**config.mk**
```make
export PLATFORM = sky130hd
export DESIGN_NAME = idma_desc64_fetch_assembler
export DESIGN_NICKNAME = d
export VERILOG_FILES = /design/src/rtl/idma_desc64_pkg.sv /design/src/rtl/idma_desc64_fetch_assembler.sv
export SDC_FILE = /design/constraint.sdc
export NUM_CORES = 1
export LEC_CHECK = 0
export BUFFER_PORTS_ARGS = -buffer_cell sky130_fd_sc_hd__buf_2
export CORE_AREA = 2 2 206 208
export CTS_CLUSTER_DIAMETER = 60
export CTS_CLUSTER_SIZE = 40
export DETAILED_ROUTE_END_ITERATION = 6
export DIE_AREA = 0 0 208 210
export PLACE_DENSITY = 0.64
export SLEW_MARGIN = 15
export SYNTH_ARGS = -nofsm -noshare
export SYNTH_HDL_FRONTEND = slang
export SYNTH_SLANG_ARGS = --single-unit
export TNS_END_PERCENT = 30
```
**constraint.sdc**
```tcl
create_clock -name clk_i -period 2.1 [get_ports clk_i]
set_input_delay 0.63 -clock clk_i [delete_from_list [all_inputs] [get_ports clk_i]]
set_output_delay 0.63 -clock clk_i [all_outputs]
set_load 0.05 [all_outputs]
```
**src/rtl/idma_desc64_pkg.sv**
```systemverilog
// Shared types for the desc64 descriptor path (fetch assembler and reshaper).
//   descriptor_t : 256-bit in-memory descriptor, little-endian beat order
//                  (length in [31:0], flags in [63:32], next, src_addr, dest_addr)
//   fetch_state_e: fetch assembler FSM states
//   Flag*        : bit positions inside descriptor_t.flags
package idma_desc64_pkg;

  localparam int unsigned DescBits = 256;

  typedef struct packed {
    logic [63:0] dest_addr;
    logic [63:0] src_addr;
    logic [63:0] next;
    logic [31:0] flags;
    logic [31:0] length;
  } descriptor_t;

  typedef enum logic [1:0] {
    ST_IDLE  = 2'd0,
    ST_REQ   = 2'd1,
    ST_BEATS = 2'd2,
    ST_OUT   = 2'd3
  } fetch_state_e;

  // Flag field layout, decoded by the reshaper.
  localparam int unsigned FlagIrqBit       = 0;
  localparam int unsigned FlagBurstLsb     = 1;
  localparam int unsigned FlagBurstWidth   = 2;
  localparam int unsigned FlagCacheLsb     = 3;
  localparam int unsigned FlagCacheWidth   = 4;
  localparam int unsigned FlagProtLsb      = 7;
  localparam int unsigned FlagProtWidth    = 3;
  localparam int unsigned FlagQosLsb       = 10;
  localparam int unsigned FlagQosWidth     = 4;
  localparam int unsigned FlagSerializeBit = 14;

endpackage

```
**src/rtl/idma_desc64_fetch_assembler.sv**
```systemverilog
// Fetches one 256-bit descriptor with a single read burst and hands it to the
// reshaper over valid/ready. One descriptor in flight; failed fetches are
// dropped and reported with a one-cycle error pulse.
// Ports:
//   clk_i, rst_i                      clock, synchronous active-high reset
//   desc_addr_*                       descriptor address from the frontend queue
//   ar_addr_o/ar_len_o/ar_valid_o/ar_ready_i   read burst request
//   r_data_i/r_resp_i/r_last_i/r_valid_i/r_ready_o  read data beats
//   descriptor_o/descriptor_valid_o/descriptor_ready_i  assembled descriptor
//   err_valid_o/err_addr_o            fetch-error pulse with failing address
//   busy_o                            FSM not in IDLE
module idma_desc64_fetch_assembler
  import idma_desc64_pkg::*;
#(
  parameter int unsigned AddrWidth = 64,
  parameter int unsigned DataWidth = 64
) (
  input  logic                 clk_i,
  input  logic                 rst_i,
  input  logic [AddrWidth-1:0] desc_addr_i,
  input  logic                 desc_addr_valid_i,
  output logic                 desc_addr_ready_o,
  output logic [AddrWidth-1:0] ar_addr_o,
  output logic [7:0]           ar_len_o,
  output logic                 ar_valid_o,
  input  logic                 ar_ready_i,
  input  logic [DataWidth-1:0] r_data_i,
  input  logic [1:0]           r_resp_i,
  input  logic                 r_last_i,
  input  logic                 r_valid_i,
  output logic                 r_ready_o,
  output descriptor_t          descriptor_o,
  output logic                 descriptor_valid_o,
  input  logic                 descriptor_ready_i,
  output logic                 err_valid_o,
  output logic [AddrWidth-1:0] err_addr_o,
  output logic                 busy_o
);

  localparam int unsigned NumBeats = DescBits / DataWidth;
  localparam int unsigned CntW     = $clog2(NumBeats + 1);

  fetch_state_e                       r_state;
  logic [CntW-1:0]                    r_cnt;
  logic                               r_err;
  logic [NumBeats-1:0][DataWidth-1:0] r_beats;

  logic w_overrun;
  logic w_err_now;
  logic w_unused_resp;

  // Only the error bit of the response matters here.
  assign w_unused_resp = r_resp_i[0];

  // Beat arriving after the descriptor is already full.
  assign w_overrun = (r_cnt == CntW'(NumBeats));
  // Error state including the beat currently on the bus.
  assign w_err_now = r_err | r_resp_i[1] | w_overrun;

  assign ar_len_o     = 8'(NumBeats - 1);
  assign descriptor_o = descriptor_t'(r_beats);

  // Fetch FSM with registered handshake outputs.
  always_ff @(posedge clk_i) begin
    if (rst_i) begin
      r_state            <= ST_IDLE;
      r_cnt              <= '0;
      r_err              <= 1'b0;
      r_beats            <= '0;
      desc_addr_ready_o  <= 1'b1;
      ar_addr_o          <= '0;
      ar_valid_o         <= 1'b0;
      r_ready_o          <= 1'b0;
      descriptor_valid_o <= 1'b0;
      err_valid_o        <= 1'b0;
      err_addr_o         <= '0;
      busy_o             <= 1'b0;
    end else begin
      err_valid_o <= 1'b0;
      unique case (r_state)
        ST_IDLE: begin
          if (desc_addr_valid_i) begin
            ar_addr_o         <= desc_addr_i;
            r_cnt             <= '0;
            r_err             <= 1'b0;
            desc_addr_ready_o <= 1'b0;
            ar_valid_o        <= 1'b1;
            busy_o            <= 1'b1;
            r_state           <= ST_REQ;
          end
        end
        ST_REQ: begin
          if (ar_ready_i) begin
            ar_valid_o <= 1'b0;
            r_ready_o  <= 1'b1;
            r_state    <= ST_BEATS;
          end
        end
        ST_BEATS: begin
          if (r_valid_i) begin
            // Pack in arrival order; overrun beats are drained but not stored.
            if (!w_overrun) begin
              for (int unsigned b = 0; b < NumBeats; b++) begin
                if (r_cnt == CntW'(b)) r_beats[b] <= r_data_i;
              end
              r_cnt <= r_cnt + CntW'(1);
            end
            r_err <= w_err_now;
            if (r_last_i) begin
              r_ready_o <= 1'b0;
              if (!w_err_now && (r_cnt == CntW'(NumBeats - 1))) begin
                descriptor_valid_o <= 1'b1;
                r_state            <= ST_OUT;
              end else begin
                err_valid_o       <= 1'b1;
                err_addr_o        <= ar_addr_o;
                desc_addr_ready_o <= 1'b1;
                busy_o            <= 1'b0;
                r_state           <= ST_IDLE;
              end
            end
          end
        end
        ST_OUT: begin
          if (descriptor_ready_i) begin
            descriptor_valid_o <= 1'b0;
            desc_addr_ready_o  <= 1'b1;
            busy_o             <= 1'b0;
            r_state            <= ST_IDLE;
          end
        end
        default: r_state <= ST_IDLE;
      endcase
    end
  end

endmodule

```
==> out/metrics.csv, run 1 <==
stage,metric,value,unit
clock_network,cts_max_path_buffers,3,
final_layout,final_common_cell,nand2_1,
critical_path,path_class,reg2out,
power,vdd_drop_max,922,µV
die,dieHeight,210,µm
placement,dp_hpwl,32400,µm
global_route,use_met1,24.2,%
logic_synthesis,yosys_warnings,0,
clock_network,cts_sinks,396,
sta,setup_tns,0,ns
global_route,grt_util_met3,4.87,%
global_route,grt_max_degree,86,
global_route,grt_usage,20.0,%
drt,viasPerCell,4.85,
sta,max_freq,0.506,GHz
final_layout,multiInputGateArea,5360,µm²
global_route,grt_busiest_layer,met2,
die,die_w,208,µm
global_route,grt_pass1_wl,70800,µm
sta,finClkSkew,0.0168,ns
critical_path,crit_buf_inv,1,
flow_run,drv_cap,0,
clock_network,insertion_delay,0.57,ns
final_layout,area_growth,30.1,%
critical_path,cpLargestDelayFamily,flip-flops,
clock_network,cts_tree,yes,
critical_path,crit_chain,buf_2,
logic_synthesis,syn_inst,1767,
die,rows,75,
clock_network,cts_buffers,30,
final_layout,mostFrequentLayoutCells,"nand2_1 (773), buf_2 (524), dfxtp_1 (396)",
clock_network,ctsHoldBuffers,0,
drt,dr.pass1.iters,5,
sta,slew_headroom,63.1,%
sta,grt_setup_unrepaired,false,
die,core-area,41500,µm²
outcome,outcome,completed,
logic_synthesis,synth_top_family_by_area,simple AND/OR/NAND/NOR gates,
critical_path,cpPeakStageDelay,0.45,ns
final_layout,nets,2388,
sta,maxSlewViolCount,0,
final_layout,layout.cells.non_filler,2804,
sta,min_period_over_period,94.1,%
critical_path,cp.required,1.47,ns
sta,min_period,1.98,ns
critical_path,cp-end-kind,output port,
drt,drc,0,
critical_path,arrival,1.35,ns
logic_synthesis,synth_simple_gate_area_share,22.0,%
global_route,met2_usage,35.4,%
placement,gp_congestion,0.816,
clock_network,clk_pin_slew_worst_paths,0.09,ns
die,start_util,33.9,%
logic_synthesis,synth_area,14100,µm²
global_route,overflow,0,
critical_path,worstPathMaxFanout,3,
logic_synthesis,synth-adder-area-share,0.801,%
sta,worst_pin_slew,0.554,ns
die,io_pins,535,
placement,portBuffers,525,
die,die_area,43700,µm²
drt,vias,13588,
sta,finalSetupViolCount,0,
drt,routed_wl,47000,µm
critical_path,slowest_stage,dfxtp_1,
drt,wire_per_inst,16.7,µm
global_route,grt_pass1_vias,12620,
drt,antenna_left,0,
clock_network,h-tree-depth,1,
logic_synthesis,ys_ff_latch,396,
logic_synthesis,synth_mux_area_share,0.0712,%
final_layout,drive_gt1_share,28.1,%
power,cellPowerDensity,969,nW/µm²
logic_synthesis,synth_compound_area_share,14.9,%
final_layout,register_area,7930,µm²
logic_synthesis,netlist-cell-type-count,38,
logic_synthesis,seq_area_frac_synth,56.4,%
logic_synthesis,syn_avg_cell_area,7.95,µm²
power,p_leak,0.00784,µW
global_route,antenna_found_initial,2,
clock_network,root_buffer,clkbuf_16,
critical_path,start_kind,flop,
drt,drt-initial-drc-count,988,
placement,dp_cells,2748,
logic_synthesis,synth_xor_area_share,0,%
final_layout,fillers,4190,
sta,finalHoldViolCount,0,
worst_hold_path,min_path_type,in2reg,
[metrics by stage]
stage                     power, µW  cell area, µm²  hold WS, ns  setup WS (ns)  util [%]
after floorplan               10700           14100        0.454          0.370         -
after global placement        11700           17200        0.438          0.102      41.5
after detailed placement      11800           17200        0.441         0.0244      41.5
after CTS                     17900           18300        0.241        0.00640      44.0
after global routing          18400           18300        0.254        0.00176      44.1
final                         17700           18300        0.276          0.123      44.1
[synthesized netlist by cell type]
cell | instances | area [µm²]
nand2_2 | 3 | 18.8
o21a_1 | 1 | 7.51
a21boi_4 | 1 | 18.8
and2_1 | 4 | 25.0
nand2b_1 | 2 | 12.5
nor2_1 | 8 | 30.0
inv_1 | 10 | 37.5
o21bai_1 | 1 | 7.51
or3_1 | 1 | 6.26
and3b_1 | 1 | 8.76
buf_1 | 4 | 15.0
dfxtp_1 | 396 | 7930
nand4_1 | 2 | 12.5
nor2b_1 | 1 | 6.26
o21ai_0 | 3 | 15.0
nor4_1 | 1 | 6.26
nor3_1 | 1 | 5.00
o31ai_1 | 3 | 22.5
a21o_1 | 1 | 7.51
nor3b_1 | 1 | 7.51
ha_1 | 9 | 113
buf_2 | 35 | 175
a21oi_4 | 1 | 16.3
and3_1 | 2 | 12.5
a32o_1 | 1 | 10.0
buf_6 | 21 | 236
nand3_1 | 5 | 25.0
a21oi_1 | 391 | 1960
a211oi_1 | 2 | 15.0
o31a_1 | 1 | 8.76
conb_1 | 2 | 7.51
buf_4 | 17 | 128
and4b_1 | 1 | 10.0
a31oi_1 | 1 | 6.26
clkbuf_1 | 57 | 214
nand2_1 | 774 | 2910
mux2i_1 | 1 | 10.0
a221oi_1 | 1 | 8.76
[path summary, 6_finish.rpt]
check / from / to / slack (ns) / cells past startpoint
worst max-delay path: ar_addr_o[23] / ar_addr_o[23] / 0.12 / 1
worst min-delay path: desc_addr_i[5] / ar_addr_o[5] / 0.28 / 3
worst max register to register: r_state[0] / descriptor_o[34] / 0.14 / 7
worst min register to register: descriptor_o[57] / descriptor_o[57] / 0.45 / 2
[sequential cells by signal, summed over array words and instances (netlist names)]
name and count:
err_valid_o 1, err_addr_o 64, r_err 1, r_ready_o 1
desc_addr_ready_o 1, descriptor_o 256, ar_addr_o 64, descriptor_valid_o 1
r_state 2, busy_o 1, r_cnt 3, ar_valid_o 1
[cells by family (layout without fill, tap and decap cells)]
logic type,count (synthesis),in the layout
and+or+nand+nor,807,807
AOI/OAI and AO/OA,408,408
DFF,396,396
buffers and inverters,144,635
adders and majority gates,9,9
other,2,9
muxes,1,1
[power by group]
part | internal [µW] | switching (µW)
Combinational | 859 | 2620
Clock | 3120 | 2990
Sequential | 7880 | 270
Total | 11900 | 5870
[layout make-up]
class,count,share of cell area (%)
Antenna cell,1,0.0137
Clock buffer,34,4.36
Clock inverter,20,1.42
Inverter,10,0.205
Multi-Input combinational cell,1233,29.3
Sequential cell,396,43.3
Tap cell,539,3.69
Timing Repair Buffer,571,17.6
[repair_timing]
action	4_1_cts	5_1_grt
endpoints found under the setup margin	0	49
gates resized for setup	0	1
setup buffers	0	0
[layer usage]
| layer | vias to the layer above | routed length (µm) |
|---|---|---|
| met3 | 63 | 4130 |
| met4 | 2 | 986 |
| li1 | 6607 | - |
| met2 | 597 | 23000 |
| met1 | 6319 | 18800 |
| met5 | - | 13 |
No activity file was read; power rests on OpenSTA's default activity.
==> run 2: changes to the inputs <==
- CORE_AREA: 2 2 206 208 -> 2 2 210 212
- DIE_AREA: 0 0 208 210 -> 0 0 212 214
- PLACE_DENSITY: 0.64 -> 0.62
- clock period: 2.1 -> 2.5 ns (I/O delays scaled with it)
==> out/metrics.csv, run 2 (same netlist as run 1, synthesis figures left out) <==
stage,metric,value,unit
final_layout,largest_reg_flops,256,
sta,worst_pin_slew,0.611,ns
die,die_w,212,µm
sta,finalHoldViolCount,0,
sta,min_period_over_period,87.4,%
outcome,outcome,completed,
placement,dp_cells,2793,
critical_path,cp.required,3.02,ns
global_route,grt_usage,19.5,%
sta,max_freq,0.458,GHz
critical_path,start_kind,flop,
critical_path,path_class,reg2reg,
final_layout,final_core_util,43.0,%
clock_network,cts.repair.resized,0,
drt,viasPerCell,4.75,
power,p_leak,0.00788,µW
die,io_pins,535,
die,core-area,42900,µm²
clock_network,cts_tree,yes,
global_route,overflow,0,
drt,wire_per_inst,16.3,µm
placement,portBuffers,525,
clock_network,clk_pin_slew_worst_paths,0.09,ns
sta,maxSlewViolCount,0,
critical_path,worstPathMaxFanout,12,
final_layout,drive_gt1_share,28.2,%
clock_network,cts_sinks,396,
clock_network,post-cts-setup-buffers,0,
drt,dr.pass1.iters,5,
final_layout,mostFrequentLayoutCells,"nand2_1 (773), buf_2 (524), dfxtp_1 (396)",
flow_run,drv_cap,0,
global_route,grt_pass1_wl,71800,µm
die,die_area,45400,µm²
final_layout,nets,2387,
drt,highest_layer,met5,
global_route,grt_max_degree,76,
power,cellPowerDensity,823,nW/µm²
drt,routed_wl,46300,µm
final_layout,final_common_cell,nand2_1,
sta,slew_headroom,59.3,%
clock_network,ctsHoldBuffers,0,
die,dieHeight,214,µm
worst_hold_path,min_path_type,in2reg,
critical_path,cp-end-kind,flop,
sta,grt_setup_unrepaired,false,
power,total_power,15200,µW
placement,dp_hpwl,32300,µm
drt,met3_length,4140,µm
sta,finClkSkew,0.0243,ns
clock_network,cts_buffers,31,
drt,vias,13542,
drt,antenna_left,0,
final_layout,fillers,4351,
global_route,grt_pass1_vias,12948,
clock_network,root_buffer,clkbuf_16,
sta,setup_tns,0,ns
sta,min_period,2.18,ns
power,vdd_drop_max,698,µV
sta,finalSetupViolCount,0,
drt,drt-initial-drc-count,913,
clock_network,h-tree-depth,1,
drt,met1Wirelength,19100,µm
die,rows,76,
die,start_util,32.8,%
clock_network,cts_max_path_buffers,3,
clock_network,insertion_delay,0.60,ns
critical_path,arrival,2.70,ns
global_route,antenna_found_initial,2,
final_layout,layout.cells.non_filler,2850,
placement,gp_congestion,0.809,
final_layout,area_growth,31.1,%
drt,met2_length,22000,µm
drt,drc,0,
==> run 2: final cells by class <==
| class | count | area, µm² | area share [%] |
|---|---|---|---|
| clock buffer | 31 | 776 | 4.21 |
| antenna | 1 | 2.50 | 0.0136 |
| tap | 585 | 732 | 3.97 |
| inverter | 10 | 37.5 | 0.204 |
| clock inverter | 25 | 358 | 1.94 |
| multi-input combinational | 1233 | 5360 | 29.1 |
| sequential | 396 | 7930 | 43.0 |
| timing repair buffer | 569 | 3230 | 17.5 |
==> run 2: critical path, cell delays in order, from the launching register on <==
cell and delay, ns:
dfxtp_1 0.41, inv_1 0.08, ha_1 0.30, a21boi_4 0.30
and3_2 0.55, buf_4 0.29, nand2_1 0.07, a21oi_1 0.12
==> run 2: metal layers <==
| layer | vias up | global-route usage, % |
|---|---|---|
| li1 | 6617 | - |
| met1 | 6304 | 24.0 |
| met2 | 543 | 33.4 |
| met3 | 76 | 5.22 |
| met4 | 2 | 5.49 |
| met5 | - | 0 |
==> run 2: worst paths after layout <==
| path | from | endpoint | slack (ns) | depth (start not counted) |
|---|---|---|---|---|
| worst max-delay path | r_cnt[0] | descriptor_o[226] | 0.32 | 7 |
| worst min register to register | ar_addr_o[13] | err_addr_o[13] | 0.45 | 2 |
| worst max register to register | r_cnt[0] | descriptor_o[226] | 0.32 | 7 |
| worst min-delay path | desc_addr_i[10] | ar_addr_o[10] | 0.39 | 3 |
==> run 2: power breakdown <==
group	switching [µW]	total (µW)	leakage [µW]	internal [µW]
sequential	214	6830	0.00320	6620
clock	2810	5430	0.000552	2620
combinational	2180	2910	0.00412	725
total	5210	15200	0.00788	9960
==> run 2: per-stage QoR <==
stage | worst slack [ns] | hold WS, ns | cell area (µm²)
finish | 0.316 | 0.385 | 18400
detailed placement | 0.300 | 0.444 | 17300
CTS | 0.300 | 0.349 | 18400
global placement | 0.379 | 0.438 | 17300
floorplan | 0.650 | 0.454 | 14100
global route | 0.184 | 0.374 | 18400
